[src/rtl/reg_load_sequencer_pkg.sv]
// Shared command/FunSel codes, FSM encoding and byte-timeout constant for
// the register load sequencer.
package reg_load_sequencer_pkg;

  typedef enum logic [2:0] {
    OP_DEC    = 3'b000,
    OP_INC    = 3'b001,
    OP_RSVD   = 3'b010,
    OP_CLR    = 3'b011,
    OP_LOAD8Z = 3'b100,
    OP_LOAD16 = 3'b101,
    OP_LOAD8H = 3'b110,
    OP_LOAD8S = 3'b111
  } cmd_op_e;

  // Register FunSel codes; these match the opcodes except LOAD16.
  localparam logic [2:0] FS_DEC    = 3'b000;
  localparam logic [2:0] FS_INC    = 3'b001;
  localparam logic [2:0] FS_LOAD16 = 3'b010;
  localparam logic [2:0] FS_CLR    = 3'b011;
  localparam logic [2:0] FS_LOAD8Z = 3'b100;
  localparam logic [2:0] FS_LOAD8H = 3'b110;
  localparam logic [2:0] FS_LOAD8S = 3'b111;

  typedef enum logic [2:0] {
    S_IDLE   = 3'd0,
    S_GET_LO = 3'd1,
    S_GET_HI = 3'd2,
    S_ISSUE  = 3'd3,
    S_ERR    = 3'd4
  } state_e;

  localparam logic [7:0] BYTE_TIMEOUT = 8'd255;

  // Map a command opcode onto the FunSel code the Registers expect.
  function automatic logic [2:0] funsel_of(input logic [2:0] op);
    logic [2:0] fs;
    case (op)
      OP_DEC:    fs = FS_DEC;
      OP_INC:    fs = FS_INC;
      OP_CLR:    fs = FS_CLR;
      OP_LOAD8Z: fs = FS_LOAD8Z;
      OP_LOAD16: fs = FS_LOAD16;
      OP_LOAD8H: fs = FS_LOAD8H;
      OP_LOAD8S: fs = FS_LOAD8S;
      default:   fs = FS_DEC;
    endcase
    return fs;
  endfunction

  // One-hot select of one of four Registers.
  function automatic logic [3:0] onehot4(input logic [1:0] idx);
    return 4'b0001 << idx;
  endfunction

endpackage

[src/rtl/reg_load_sequencer_timer.sv]
// Byte wait timer: counts cycles spent waiting for a memory byte and flags
// when the timeout value is reached. Clear has priority over counting.
module reg_byte_timer
  import reg_load_sequencer_pkg::*;
(
  input  logic i_clk,
  input  logic i_rst,
  input  logic i_clear,
  input  logic i_count_en,
  output logic o_expired
);

  logic [7:0] r_count;

  // Wait counter; holds at the timeout value rather than wrapping.
  always_ff @(posedge i_clk or posedge i_rst) begin
    if (i_rst) begin
      r_count <= 8'd0;
    end else if (i_clear) begin
      r_count <= 8'd0;
    end else if (i_count_en && (r_count != BYTE_TIMEOUT)) begin
      r_count <= r_count + 8'd1;
    end
  end

  assign o_expired = (r_count == BYTE_TIMEOUT);

endmodule

[src/rtl/reg_load_sequencer.sv]
// Sequencer that accepts register commands, gathers load bytes from memory
// and issues a single-cycle operation to one of four Registers. Moore FSM.
module reg_load_sequencer
  import reg_load_sequencer_pkg::*;
(
  input  logic        Clock,
  input  logic        Reset,
  input  logic        CmdValid,
  output logic        CmdReady,
  input  logic [2:0]  CmdOp,
  input  logic [1:0]  CmdDest,
  input  logic [7:0]  ByteIn,
  input  logic        ByteValid,
  output logic        ByteReady,
  output logic [15:0] RegI,
  output logic [2:0]  RegFunSel,
  output logic [3:0]  RegE,
  output logic        Done,
  output logic        Err
);

  state_e      r_state;
  state_e      w_next;
  logic [2:0]  r_op;
  logic [1:0]  r_dest;
  logic [7:0]  r_lo;
  logic [7:0]  r_hi;
  logic [15:0] r_last_i;
  logic [2:0]  r_last_funsel;

  logic        w_waiting;
  logic        w_cmd_acc;
  logic        w_byte_acc;
  logic        w_issue;
  logic        w_expired;
  logic [15:0] w_issue_i;
  logic [2:0]  w_issue_funsel;

  assign w_waiting  = (r_state == S_GET_LO) || (r_state == S_GET_HI);
  assign w_cmd_acc  = (r_state == S_IDLE) && CmdValid;
  assign w_byte_acc = w_waiting && ByteValid;
  assign w_issue    = (r_state == S_ISSUE);

  // The timer sits at zero whenever nothing is awaited, so it starts from
  // zero on every entry to a byte-wait state and restarts on each byte.
  reg_byte_timer u_timer (
    .i_clk      (Clock),
    .i_rst      (Reset),
    .i_clear    (!w_waiting || w_byte_acc),
    .i_count_en (w_waiting && !ByteValid),
    .o_expired  (w_expired)
  );

  // State register.
  always_ff @(posedge Clock or posedge Reset) begin
    if (Reset) r_state <= S_IDLE;
    else       r_state <= w_next;
  end

  // Next-state decode; a byte in the expiry cycle wins over the timeout.
  always_comb begin
    w_next = r_state;
    case (r_state)
      S_IDLE: begin
        if (CmdValid) begin
          case (CmdOp)
            OP_DEC, OP_INC, OP_CLR:                      w_next = S_ISSUE;
            OP_LOAD8Z, OP_LOAD16, OP_LOAD8H, OP_LOAD8S:  w_next = S_GET_LO;
            default:                                     w_next = S_ERR;
          endcase
        end
      end
      S_GET_LO: begin
        if (ByteValid)      w_next = (r_op == OP_LOAD16) ? S_GET_HI : S_ISSUE;
        else if (w_expired) w_next = S_ERR;
      end
      S_GET_HI: begin
        if (ByteValid)      w_next = S_ISSUE;
        else if (w_expired) w_next = S_ERR;
      end
      S_ISSUE: w_next = S_IDLE;
      S_ERR:   w_next = S_IDLE;
      default: w_next = S_IDLE;
    endcase
  end

  // Command and byte capture; bytes are zeroed on each new command so a
  // stale or aborted load never leaks into a later RegI value.
  always_ff @(posedge Clock or posedge Reset) begin
    if (Reset) begin
      r_op   <= OP_DEC;
      r_dest <= 2'd0;
      r_lo   <= 8'h00;
      r_hi   <= 8'h00;
    end else begin
      if (w_cmd_acc) begin
        r_op   <= CmdOp;
        r_dest <= CmdDest;
        r_lo   <= 8'h00;
        r_hi   <= 8'h00;
      end
      if (w_byte_acc && (r_state == S_GET_LO)) r_lo <= ByteIn;
      if (w_byte_acc && (r_state == S_GET_HI)) r_hi <= ByteIn;
    end
  end

  assign w_issue_funsel = funsel_of(r_op);
  assign w_issue_i      = (r_op == OP_LOAD16) ? {r_hi, r_lo} : {8'h00, r_lo};

  // Remember the last issued bus values so RegI/RegFunSel hold between ops.
  always_ff @(posedge Clock or posedge Reset) begin
    if (Reset) begin
      r_last_i      <= 16'h0000;
      r_last_funsel <= 3'b000;
    end else if (w_issue) begin
      r_last_i      <= w_issue_i;
      r_last_funsel <= w_issue_funsel;
    end
  end

  assign RegI      = w_issue ? w_issue_i      : r_last_i;
  assign RegFunSel = w_issue ? w_issue_funsel : r_last_funsel;
  assign RegE      = w_issue ? onehot4(r_dest) : 4'b0000;
  assign Done      = w_issue;
  assign Err       = (r_state == S_ERR);
  assign ByteReady = w_waiting;
  assign CmdReady  = (r_state == S_IDLE) && !Reset;

endmodule
[config.mk]
export PLATFORM = sky130hd
export DESIGN_NAME = reg_load_sequencer
export DESIGN_NICKNAME = d
export VERILOG_FILES = /design/src/rtl/reg_load_sequencer_pkg.sv /design/src/rtl/reg_load_sequencer_timer.sv /design/src/rtl/reg_load_sequencer.sv
export SDC_FILE = /design/constraint.sdc
export NUM_CORES = 1
export LEC_CHECK = 0
export BUFFER_PORTS_ARGS = -buffer_cell sky130_fd_sc_hd__buf_2
export CELL_PAD_IN_SITES_DETAIL_PLACEMENT = 2
export CELL_PAD_IN_SITES_GLOBAL_PLACEMENT = 2
export CORE_MARGIN = 2
export CORE_UTILIZATION = 35
export DETAILED_ROUTE_END_ITERATION = 10
export PLACE_DENSITY_LB_ADDON = 0.2
export SETUP_SLACK_MARGIN = 0.4
export SLEW_MARGIN = 20
export SYNTH_ARGS = -nofsm -noshare
export SYNTH_HDL_FRONTEND = slang
export SYNTH_SLANG_ARGS = --single-unit
[constraint.sdc]
create_clock -name Clock -period 1.8 [get_ports Clock]
set_input_delay 0.27 -clock Clock [delete_from_list [all_inputs] [get_ports Clock]]
set_output_delay 0.27 -clock Clock [all_outputs]
set_load 0.1 [all_outputs]
==> flow_metrics.tcl, run 1 <==
set metrics [dict create \
    cts_hold_buffers 0 \
    synth_fp_nets 203 \
    ys.flop_type "dfrtp_1" \
    antenna_found_initial 2 \
    rows 28 \
    die_h_um 83.6 \
    htreeDepth 2 \
    placedCellCount 307 \
    grt_max_degree 31 \
    ys_ff_latch 51 \
    yosysWarningCount 0 \
    numClockSinks 51 \
    grt-worst-endpoint "RegI[3]" \
    gp_congestion 0.834 \
    io_buffers 43 \
    seq_area_frac_synth 0.576 \
    worst_endpoint_kind "output port" \
    syn_area_per_cell_um2 12.0 \
    synthArstFlopShare 1.00 \
    status "did not finish" \
    cts-root-buf "clkbuf_8" \
    failed_stage "global routing (5_1_grt)" \
    syn_inst 185 \
    hpwl_um 5180 \
    error "[ERROR DPL-0033] detailed placement checks failed during check placement." \
    io_pins 44 \
    clockBufferDepth 2 \
    synth-edff-count 0 \
    yosysUniqueCellTypes 40 \
    syn_area_mm2 0.00222 \
    die_w_um 83.6 \
    cts_inserted_buffers 5 \
    dp_slack_ps 86.1 \
    initial_core_util 0.368 \
]
kinds of logic after synthesis:
logic type,synth area share
xor gates and xnor gates,0.00395
buffers and inverters,0.0372
DFF,0.576
adders and majority gates,0.00564
AOI/OAI and AO/OA,0.179
and+or+nand+nor,0.133
muxes,0.0649
synthesized netlist by cell type, types with 2 or more instances:
cell	n	area [µm²]
a211oi_1	3	22.5
inv_1	8	30.0
o211ai_1	2	15.0
o21ai_0	8	40.0
dfrtp_1	51	1280
nor2_2	2	12.5
nand4_1	2	12.5
nor3b_1	2	15.0
nand2_1	10	37.5
mux2i_1	2	20.0
nor3_1	6	30.0
nand3_1	5	25.0
a31oi_1	3	18.8
buf_4	2	15.0
nor2_1	3	11.3
nor2b_1	2	12.5
mux2_2	11	124
nor4_1	2	12.5
nand3b_1	3	22.5
clkbuf_1	3	11.3
buf_2	3	15.0
and2_1	2	12.5
a21oi_1	7	35.0
and3_1	3	18.8
a22o_1	24	210
nor4bb_1	2	20.0
stage by stage:
stage          cell area (µm²)  hold WS (ps)
2_1_floorplan             2410           319
3_5_place_dp              3170           372
3_3_place_gp              3170           347
4_1_cts                   3730          46.0
repair_timing:
| item | CTS |
|---|---|
| pin swaps | 18 |
| buffers inserted | 24 |
| resized for setup | 64 |
| hold endpoints to repair | 0 |
| setup endpoints to repair | 59 |
==> run 2, diff against run 1 <==
- CELL_PAD_IN_SITES_DETAIL_PLACEMENT: 2 -> unset
- CELL_PAD_IN_SITES_GLOBAL_PLACEMENT: 2 -> unset
- CORE_UTILIZATION: 35 -> 25
- PLACE_DENSITY_LB_ADDON: 0.2 -> 0.15
- SETUP_SLACK_MARGIN: 0.4 -> unset
==> flow_metrics.tcl, run 2 <==
set metrics [dict create \
    status "complete, but fails checks" \
    failed_checks "negative setup slack" \
    seq_area_frac_synth 0.576 \
    fin_hold_ws_ps 41.6 \
    start_kind "flop" \
    synthArstFlopShare 1.00 \
    ys_top_cells_by_area "dfrtp_1 58%, a22o_1 9.5%, mux2_2 5.6%" \
    post-route-cell-area_mm2 0.00347 \
    yosysTopAreaCell "dfrtp_1" \
    ant_nets 0 \
    antenna_found_initial 0 \
    switching_share 0.478 \
    finalSetupViolCount 22 \
    grt_max_degree 24 \
    grt_setup_unrepaired "yes" \
    synth_most_common_cell "dfrtp_1" \
    io_pins 44 \
    criticalPathCategory "reg2out" \
    dpl_cell_area_mm2 0.00321 \
    ys.flop_type "dfrtp_1" \
    clock_power_share 0.096 \
    postLayoutSetupSlackWorst_ps -76.6 \
    dp_slack_ps 176 \
    drive_gt1_frac 0.470 \
    path_clk_slew_ps 90 \
    synthToLayoutAreaGrowth_pct 56.5 \
    drc 0 \
    path_cells "nand3b_4 -> buf_12 -> mux2_2 -> buf_12" \
    synth_fp_nets 203 \
    gp_congestion 0.707 \
    overflow 0 \
    nFillCells 833 \
    firstDrtPassIters 4 \
    seqPwrFrac 0.264 \
    die_w_um 98.2 \
    syn_area_per_cell_um2 12.0 \
    numClockSinks 51 \
    finalWirelength_um 5350 \
    cp_max_fo 12 \
    path_buf_inv 2 \
    drv_slew 0 \
    layout_common_cells "49 x dfrtp_1, 29 x buf_12, 20 x buf_4" \
    rr_worst_depth 5 \
    track_usage 0.122 \
    cp_common_cell "buf_12" \
    final_common_cell "dfrtp_1" \
    cp-end-kind "output pin" \
    largest_register "r_last_i" \
    cts_inserted_buffers 5 \
    hold_violations 0 \
    yosysWarningCount 0 \
    diodes 0 \
    synth-edff-count 0 \
    r2r_slack_ps 140 \
    wl_per_cell_um 14.9 \
    num_vias 1703 \
    synthDominantCellAreaShare 0.576 \
    initial_core_util 0.255 \
    drt-vias-per-instance 4.74 \
    period_minus_slack_ps 1880 \
    max_freq_mhz 533 \
    die_h_um 98.2 \
    htreeDepth 2 \
    p_per_area_mw_per_mm2 1960 \
    switchingPower_mw 3.24 \
    finClkSkew_ps 6.27 \
    fin_crit_sh 1.04 \
    ir_worst_vdd_mv 0.989 \
    syn_inst 185 \
    cts_hold_buffers 0 \
    maxCapViolations 0 \
    hold_class "in2async" \
    cts_tree "yes" \
    yosysUniqueCellTypes 40 \
    hpwl_um 3700 \
    max_slew_margin 0.634 \
    rows 34 \
    core-area_mm2 0.00868 \
    synth_commonest_cells "51 x dfrtp_1, 24 x a22o_1, 11 x mux2_2, 10 x nand2_1" \
    p_leak_nw 1.55 \
    clk_latency_ps 300 \
    max_stage_delay_ps 410 \
    r2r_end "r_op[1]$_DFFE_PP0P_" \
    die_area_mm2 0.00964 \
    ys_ff_latch 51 \
    largest_register_ffs 16 \
    worst_ep_required_time_ps 1530 \
    nNetsFinal 268 \
    drt_iter0_drc 41 \
    timing.rr.start "r_state[0]$_DFFE_PP0P_" \
    tightest_slew_ps 548 \
    clockBufferDepth 2 \
    crit_arrival_ps 1610 \
    syn_area_mm2 0.00222 \
    io_buffers 43 \
    pwr-share-comb 0.639 \
    grt_pass1_vias 1807 \
    p_total_mw 6.78 \
    crit_family "flip-flops" \
    critPathSlowestCell "dfrtp_2" \
    cts-root-buf "clkbuf_8" \
    internal_power_mw 3.54 \
    grt_pass1_wl_um 9340 \
]
[run 2: cell counts after synthesis]
No cell type changed its count.
[run 2: worst max-delay path by stage]
stage | start | depth (start not counted) | slack [ps] | endpoint
floorplan | r_state[0]$_DFFE_PP0P_ | 4 | -210 | RegFunSel[1]
global route | r_state[1]$_DFFE_PP0P_ | 4 | -130 | RegI[2]
finish | r_state[2]$_DFFE_PP0P_ | 4 | -80 | RegI[4]
detailed placement | r_state[1]$_DFFE_PP0P_ | 4 | 180 | RegI[4]
CTS | r_state[1]$_DFFE_PP0P_ | 4 | -110 | RegI[4]
global placement | r_op[1]$_DFFE_PP0P_ | 5 | 190 | RegI[9]
[run 2: what timing repair did]
action / 4_1_cts / 5_1_grt
setup endpoints to repair: 21 / 31
setup buffers: 4 / 4
pin swaps: 1 / 1
gates cloned: 1 / 0
resized for setup: 10 / 8
[run 2: area by class of cell]
cell class	instances	area [µm²]	share of cell area
multi-input cells	117	1080	0.312
repair buffers	67	853	0.246
well taps	108	135	0.0389
clock inverters	2	12.5	0.00361
clock buffers	6	72.6	0.0209
inverters	8	33.8	0.00974
flip-flops and latches	51	1280	0.369
[run 2: cells by family (layout without fill, tap and decap cells)]
family | Yosys count | in the layout | synth area share
compound gates | 54 | 54 | 0.179
xor+xnor | 1 | 1 | 0.00395
fa+ha+maj | 1 | 1 | 0.00564
buf+inv | 17 | 83 | 0.0372
flops | 51 | 51 | 0.576
mux | 13 | 13 | 0.0649
simple gates | 48 | 48 | 0.133
[run 2: stage by stage]
step / util / cells / setup TNS [ps]
2_1_floorplan: - / 185 / -2010
3_3_place_gp: 0.370 / 342 / 0
3_5_place_dp: 0.370 / 342 / 0
4_1_cts: 0.391 / 355 / -1930
5_1_grt: 0.400 / 359 / -2410
6_report: 0.400 / 359 / -1120
[run 2: power by group through the flow]
stage	clock network, mW	logic (mW)	registers [mW]
5_1_grt	0.744	4.55	1.85
4_1_cts	0.696	4.24	1.78
6_report	0.654	4.34	1.79
3_5_place_dp	0	4.03	1.82
3_3_place_gp	0	4.01	1.81
2_1_floorplan	0	2.75	1.73
[run 2: layer usage]
metal	track usage	vias up	routed length [µm]
li1	-	831	-
met1	0.168	842	2550
met2	0.193	26	2550
met3	0.0258	4	189
met4	0.0411	0	60
met5	0	-	0
No activity file was read; power rests on OpenSTA's default activity.
